$ cat config.mk
export PLATFORM = sky130hd
export DESIGN_NAME = noc_output_arbiter
export DESIGN_NICKNAME = d
export VERILOG_FILES = /design/src/rtl/noc_pkg.sv /design/src/rtl/noc_output_arbiter_rr_picker.sv /design/src/rtl/noc_output_arbiter.sv
export SDC_FILE = /design/constraint.sdc
export NUM_CORES = 1
export LEC_CHECK = 0
export CAP_MARGIN = 20
export CELL_PAD_IN_SITES_DETAIL_PLACEMENT = 2
export CELL_PAD_IN_SITES_GLOBAL_PLACEMENT = 2
export CORE_ASPECT_RATIO = 1.25
export CORE_MARGIN = 8
export CORE_UTILIZATION = 13
export CTS_BUF_LIST = sky130_fd_sc_hd__clkbuf_8
export DETAILED_ROUTE_END_ITERATION = 10
export PLACE_DENSITY_LB_ADDON = 0.1
export SYNTH_ARGS = -nofsm -noshare
export SYNTH_HDL_FRONTEND = slang
export SYNTH_SLANG_ARGS = --single-unit
$ cat constraint.sdc
create_clock -name clk -period 2.4 [get_ports clk]
set_input_delay 0.6 -clock clk [delete_from_list [all_inputs] [get_ports clk]]
set_output_delay 0.6 -clock clk [all_outputs]
set_load 0.03 [all_outputs]
$ cat src/rtl/noc_pkg.sv
// Shared NoC definitions: flit type encoding and the output-arbiter FSM states.
package noc_pkg;

  localparam int unsigned FLIT_TYPE_W = 2;

  typedef enum logic [FLIT_TYPE_W-1:0] {
    FLIT_SINGLE = 2'b00,
    FLIT_HEAD   = 2'b01,
    FLIT_BODY   = 2'b10,
    FLIT_TAIL   = 2'b11
  } flit_type_t;

  typedef enum logic {
    ST_IDLE   = 1'b0,
    ST_LOCKED = 1'b1
  } arb_state_t;

  // Caller passes the top FLIT_TYPE_W bits of a flit, so this works for any flit width.
  function automatic flit_type_t flit_type(input logic [FLIT_TYPE_W-1:0] type_bits);
    return flit_type_t'(type_bits);
  endfunction

endpackage

$ cat src/rtl/noc_output_arbiter_rr_picker.sv
// Combinational round-robin picker: first eligible index starting at ptr, wrapping at N.
module rr_picker #(
  parameter int unsigned N = 4,
  localparam int unsigned PW = $clog2(N)
) (
  input  logic [N-1:0]  eligible,
  input  logic [PW-1:0] ptr,
  output logic          any,
  output logic [PW-1:0] pick
);

  int unsigned idx;

  // Wrap compares against N explicitly so non-power-of-two N never aliases.
  always_comb begin
    any  = 1'b0;
    pick = '0;
    idx  = 0;
    for (int unsigned k = 0; k < N; k++) begin
      idx = 32'(ptr) + k;
      if (idx >= N) idx = idx - N;
      if (!any && eligible[PW'(idx)]) begin
        any  = 1'b1;
        pick = PW'(idx);
      end
    end
  end

endmodule

$ cat src/rtl/noc_output_arbiter.sv
// Wormhole output-port arbiter: round-robin per packet, grant held head-to-tail,
// owning FIFO popped on every accepted downstream transfer.
module noc_output_arbiter
  import noc_pkg::*;
#(
  parameter int unsigned N_IN       = 4,
  parameter int unsigned DATA_WIDTH = 32
) (
  input  logic                       clk,
  input  logic                       rst,
  input  logic [N_IN-1:0]            req,
  input  logic [N_IN-1:0]            fifo_empty,
  input  logic [N_IN*DATA_WIDTH-1:0] fifo_dout,
  output logic [N_IN-1:0]            fifo_rd_en,
  output logic [DATA_WIDTH-1:0]      out_data,
  output logic                       out_valid,
  input  logic                       out_ready,
  output logic [N_IN-1:0]            grant,
  output logic                       busy
);

  localparam int unsigned PW = $clog2(N_IN);

  arb_state_t            state, state_nx;
  logic [PW-1:0]         owner, ptr, pick;
  logic                  any;
  logic [N_IN-1:0]       eligible;
  logic [DATA_WIDTH-1:0] owner_flit;
  logic                  owner_last;
  logic                  xfer;

  always_comb begin
    eligible = '0;
    for (int unsigned i = 0; i < N_IN; i++) begin
      eligible[i] = req[i] & ~fifo_empty[i] &
                    (flit_type(fifo_dout[i*DATA_WIDTH + DATA_WIDTH - 1 -: FLIT_TYPE_W])
                     inside {FLIT_HEAD, FLIT_SINGLE});
    end
  end

  rr_picker #(.N(N_IN)) u_picker (
    .eligible (eligible),
    .ptr      (ptr),
    .any      (any),
    .pick     (pick)
  );

  assign owner_flit = fifo_dout[32'(owner)*DATA_WIDTH +: DATA_WIDTH];
  assign owner_last = flit_type(owner_flit[DATA_WIDTH-1 -: FLIT_TYPE_W])
                      inside {FLIT_TAIL, FLIT_SINGLE};
  assign xfer       = (state == ST_LOCKED) & ~rst & ~fifo_empty[owner] & out_ready;

  always_ff @(posedge clk) begin
    if (rst) state <= ST_IDLE;
    else     state <= state_nx;
  end

  always_comb begin
    state_nx = state;
    case (state)
      ST_IDLE:   if (any) state_nx = ST_LOCKED;
      ST_LOCKED: if (xfer && owner_last) state_nx = ST_IDLE;
      default:   state_nx = ST_IDLE;
    endcase
  end

  always_ff @(posedge clk) begin
    if (rst) begin
      owner <= '0;
      ptr   <= '0;
    end else begin
      if (state == ST_IDLE && any) owner <= pick;
      if (xfer && owner_last) ptr <= (32'(owner) == N_IN - 1) ? '0 : owner + PW'(1);
    end
  end

  // rd_en and out_valid both derive from xfer / ~rst so reset suppresses them combinationally.
  always_comb begin
    fifo_rd_en = '0;
    out_data   = '0;
    out_valid  = 1'b0;
    grant      = '0;
    busy       = 1'b0;
    if (state == ST_LOCKED) begin
      grant[owner]      = 1'b1;
      busy              = 1'b1;
      out_data          = owner_flit;
      out_valid         = ~fifo_empty[owner] & ~rst;
      fifo_rd_en[owner] = xfer;
    end
  end

endmodule
Word-level counts from Yosys, hierarchy flattened
Index checks and enable logic that the tools add are counted.
{"block": "totals", "output_inout_bits": 42, "ff_bits": 5, "word_cells": 100, "in_bits": 139}
{"block": "op_classes", "eq_ne": 6, "n_lt_le_gt_ge": 10, "muxes": 33, "n_addsub": 8, "n_bitwise": 20, "n_reduce_logical": 19, "shifts": 1}
{"op": "$shiftx A128 B8 Y32", "n": 1}
{"op": "$mux W32", "n": 1}
{"op": "$mux W2", "n": 9}
{"op": "$lt A2 B3 Y1 const B", "n": 5}
{"op": "$mux W1", "n": 14}
{"op": "$and A1 B1 Y1", "n": 12}
{"op": "$bmux W1 S2", "n": 5}
{"op": "$logic_not A2 Y1", "n": 5}
{"op": "$reduce_bool A2 Y1", "n": 5}
{"op": "$ge A3 B3 Y1 const B", "n": 3}
{"op": "$eq A2 B1 Y1 const B", "n": 4}
{"op": "$mux W4", "n": 2}
{"op": "$sub A2 B1 Y2 const B", "n": 4}
{"op": "$not A1 Y1", "n": 7}
{"op": "$add A2 B2 Y3 const B", "n": 2}
{"op": "$logic_and A1 B1 Y1", "n": 6}
{"op": "$and A4 B4 Y4", "n": 1}
{"op": "$eq A2 B2 Y1 const B", "n": 2}
{"op": "$add A2 B1 Y3 const B", "n": 1}
{"op": "$ge A2 B3 Y1 const B", "n": 1}
{"op": "$logic_not A1 Y1", "n": 3}
{"op": "$add A2 B1 Y2 const B", "n": 1}
{"op": "$demux W1 S2", "n": 1}
{"op": "$ge A2 B1 Y1 const B", "n": 1}
{"op": "$pmux W1 S2", "n": 1}

Longest topological paths before layout
{"block": "logic_depth", "ltp_word": 17, "depth_mapped": 6, "depth_no_buf": 4}

Modules after synthesis
A second synthesis with hierarchy kept.
{"block": "unflattened", "hier_cells": 136, "area_unflattened_um2": 1445.1}
{"mod": "noc_output_arbiter", "seq_area_each_um2": 100.1, "area_each_um2": 1367.6, "cells_each": 121, "instances": 1}
{"mod": "rr_picker", "seq_area_each_um2": 0.0, "area_each_um2": 77.6, "cells_each": 15, "instances": 1}

Worst setup path before layout
OpenSTA, ideal clock, no wires.
{"block": "synth_timing", "path_kind": "register -> output", "startpoint": "register owner[1]", "endpoint": "output fifo_rd_en[0]", "required_time_ns": 1.800, "setup_slack_ns": 0.097, "path_stages_with_launch": 7, "n_path_buf": 2, "arrival_time_ns": 1.703, "path_cell_list": "dfxtp_1 -> buf_2 -> buf_1 -> inv_1 -> ha_1 -> and2_1 -> and3_1"}
{"block": "synth_via", "elab_chain_cells": 7, "elab_cells_between_ends": 12, "cone_classes": "order compare: 2; mux: 5; bitwise: 4; reduce/logical: 1"}
{"item": "from (decl)", "line": "noc_output_arbiter.sv:25", "rtl": "logic [PW-1:0] owner, ptr, pick;"}
{"item": "from (signal assigned)", "line": "noc_output_arbiter.sv:72", "rtl": "if (state == ST_IDLE && any) owner <= pick;"}
{"item": "branches (longest 5 deep; another with $lt A2 B3 Y1)"}
{"item": "$and A4 B4 Y4 (no source line) (*)"}
{"item": "$mux W4 (*)", "line": "noc_output_arbiter.sv:84", "rtl": "if (state == ST_LOCKED) begin"}
{"item": "to (decl)", "line": "noc_output_arbiter.sv:14", "rtl": "output logic [N_IN-1:0] fifo_rd_en,"}
Every way passes the cells marked *. The select of a mux whose other input is x is not followed.

Final worst setup path
{"block": "layout_timing", "startpoint": "input fifo_dout[104]", "endpoint": "output out_data[8]"}
{"block": "layout_via", "elab_chain_cells": 2}
{"item": "from (decl)", "line": "noc_output_arbiter.sv:13", "rtl": "input logic [N_IN*DATA_WIDTH-1:0] fifo_dout,"}
{"item": "$shiftx A128 B8 Y32", "line": "noc_output_arbiter.sv:48", "rtl": "assign owner_flit = fifo_dout[32'(owner)*DATA_WIDTH +: DATA_WIDTH];"}
{"item": "$mux W32", "line": "noc_output_arbiter.sv:84"}
{"item": "to (decl)", "line": "noc_output_arbiter.sv:15", "rtl": "output logic [DATA_WIDTH-1:0] out_data,"}
Every way passes these cells.

==> results.json <==
{
  "synthCells": 137,
  "combPwrFrac_pct": 81.4,
  "ys_seq_elements": 5,
  "cts_tree": "yes",
  "worstPathArrival_ns": 1.78,
  "drive_gt1_share_pct": 44.6,
  "vdd.ir_drop.worst_mv": 0.229,
  "start_kind": "input port",
  "drtIter0Drc": 20,
  "final_hold_viol_count": 0,
  "synthFlopType": "dfxtp_1",
  "dp_hpwl_mm": 9.19,
  "crit_path_max_incr_delay_ns": 0.47,
  "reg2reg_slack_ns": 0.24,
  "skew_ns": 0.00140,
  "h-tree-depth": 1,
  "synth-warning-count": 0,
  "cts.clk_slew.worst_paths_ns": 0.04,
  "start_util_pct": 13.3,
  "layout-area-overhead-vs-synth_pct": 169,
  "final_area_sq_um": 3970,
  "crit_slowest_cell": "mux4_2",
  "synth_top_cell_by_area": "mux4_2",
  "p_sw_mw": 0.524,
  "wire_per_inst_microns": 22.0,
  "cts-hold-fix-buffers": 0,
  "path_cells": "clkdlybuf4s50_1 -> mux4_2 -> and2_4 -> buf_6",
  "worst_pin_slew_ns": 0.636,
  "p_seq_share_pct": 7.4,
  "portBuffers": 180,
  "die_h_microns": 135,
  "vias": 2090,
  "drtPass1Iterations": 4,
  "dpl-instance-area_sq_um": 3580,
  "synth.area.top_cells": "mux4_2 (49%), and2_1 (15%), dfxtp_1 (6.8%)",
  "die_area_sq_um": 15000,
  "endpoint": "out_data[8]",
  "max_freq_mhz": 420,
  "p_clk_share_pct": 11.3,
  "rr_startpoint": "owner[0]",
  "required_ns": 1.80,
  "period_share_pct": 99.3,
  "crit_type": "input port to primary output",
  "core_sq_um": 11100,
  "cp_max_fo": 1,
  "async_flop_share_pct": 0,
  "gp_congestion": 0.729,
  "top_level_ports": 181,
  "cts_made_buffers": 3,
  "syn_area_sq_um": 1470,
  "detail-route-antenna-nets": 0,
  "wl_mm": 10.5,
  "syn_nets": 280,
  "n_antenna_cell": 0,
  "worst_r2r_path_depth": 7,
  "outcome": "finished clean",
  "clockBufferDepth": 2,
  "grt_pass1_wl_mm": 15.9,
  "switching_share_pct": 36.9,
  "synth_edf_count": 0,
  "setup_violations": 0,
  "vias_per_cell": 4.37,
  "clockRootBuffer": "clkbuf_8",
  "fin_crit_ns": 2.38,
  "synth_common_cells": "and2_1 (36), mux4_2 (32), a21oi_1 (5), clkbuf_1 (5), dfxtp_1 (5)",
  "crit_start": "fifo_dout[104]",
  "reg2reg_to": "ptr[1]",
  "p_leak_nw": 1.76,
  "grt_overflow": 0,
  "setup_tns_ns": 0,
  "crit_path_end_kind": "primary output",
  "synth_area_per_cell_sq_um": 10.8,
  "grt_usage_pct": 13.5,
  "rows": 43,
  "die_x_microns": 111,
  "clkLatencyLatePin_ns": 0.22,
  "p_per_area_nw_per_um2": 357,
  "min_path_type": "flop to flop",
  "grt_max_degree": 19,
  "final_max_slew_viol_count": 0,
  "antenna_found_initial": 0,
  "holdWs_ns": 0.576,
  "max_cap_viol_count": 0,
  "grt_pass1_vias": 2444,
  "nNetsFinal": 487,
  "drc_errors": 0,
  "synth_cell_types": 34,
  "cts.sinks": 5,
  "dp_cells": 468,
  "slew_headroom_pct": 57.5,
  "yosysMostFrequentCell": "and2_1",
  "finalNonFillerCells": 478,
  "seq_area_frac_synth_pct": 6.79,
  "synth_top_area_share_pct": 48.9,
  "p_int_mw": 0.894
}
state kept, by name (all words and copies together), names as in the netlist:
| register | count |
|---|---|
| state | 1 |
| ptr | 2 |
| owner | 2 |
power groups by stage:
stage / Sequential, mW / Clock (mW) / Combinational, mW
after floorplan: 0.104 / 0 / 0.493
after global placement: 0.105 / 0 / 1.03
after detailed placement: 0.106 / 0 / 1.03
after CTS: 0.105 / 0.164 / 1.10
after global routing: 0.106 / 0.166 / 1.23
final: 0.105 / 0.160 / 1.15
critical path: cells and delay by family:
| kind | cells | cell delay (ns) |
|---|---|---|
| buf+inv | 2 | 0.55 |
| simple gates | 1 | 0.17 |
| mux | 1 | 0.47 |
what timing repair did:
item,CTS,global route
gates resized for setup,121,77
pin swaps,2,2
setup endpoints to repair,29,38
buffers inserted,6,0
worst min-delay path by stage:
| stage | cells after the start | endpoint | from |
|---|---|---|---|
| after floorplan | 2 | ptr[0] | ptr[0] |
| after global routing | 2 | ptr[0] | ptr[0] |
| final | 2 | ptr[0] | ptr[0] |
| after detailed placement | 2 | ptr[0] | ptr[0] |
| after CTS | 2 | ptr[0] | ptr[0] |
| after global placement | 2 | ptr[0] | ptr[0] |
logic make-up (layout without fill, tap and decap cells):
logic type,count (synthesis),count (layout),share of synthesized area [%]
AND/OR/NAND/NOR,59,59,25.2
multiplexers,36,36,51.8
buffers and inverters,17,223,5.18
AO/OA/AOI/OAI,15,15,7.05
flip-flops,5,5,6.79
adder cells (fa/ha/maj),4,4,3.40
XOR/XNOR,1,1,0.594
final cells by class:
class,count,area [sq um]
flip-flops and latches,5,103
repair buffers,215,2230
inverters,4,15.0
well taps,135,169
clock buffers,3,41.3
multi-input cells,115,1410
fillers,1195,7110
clock inverters,1,3.75
metal layers:
metal / GRT usage [%] / wire, microns / up-vias
met2: 26.4 / 5850 / 92
met1: 14.8 / 4090 / 1044
met4: 1.11 / 0 / 0
met3: 3.02 / 598 / 0
met5: 0 / 0 / -
li1: - / - / 954
layout by cell type, fill, tap and decap left out, types with 2 or more instances in the layout:
cell               n
a21oi_1            4
buf_6             37
clkbuf_8           3
dfxtp_2            2
and2_4            28
ha_1               4
or3b_2             3
nor3b_1            4
dfxtp_1            3
and2_1             8
dlymetal6s2s_1    23
mux4_2            32
buf_12             6
nand2_1            2
buf_4             32
and3_4             2
inv_1              5
and3_1             2
nand3_1            2
clkdlybuf4s50_1  110
dlygate4sd2_1      6
nor2_1             2
stage by stage:
step	power [mW]	setup slack, ns	util, %
2_1_floorplan	0.597	0.0966	-
3_3_place_gp	1.13	-0.464	32.3
3_5_place_dp	1.14	-0.478	32.3
4_1_cts	1.37	-0.171	34.0
5_1_grt	1.50	-0.00800	35.8
6_report	1.42	0.0178	35.8
No activity file was read; power rests on OpenSTA's default activity.
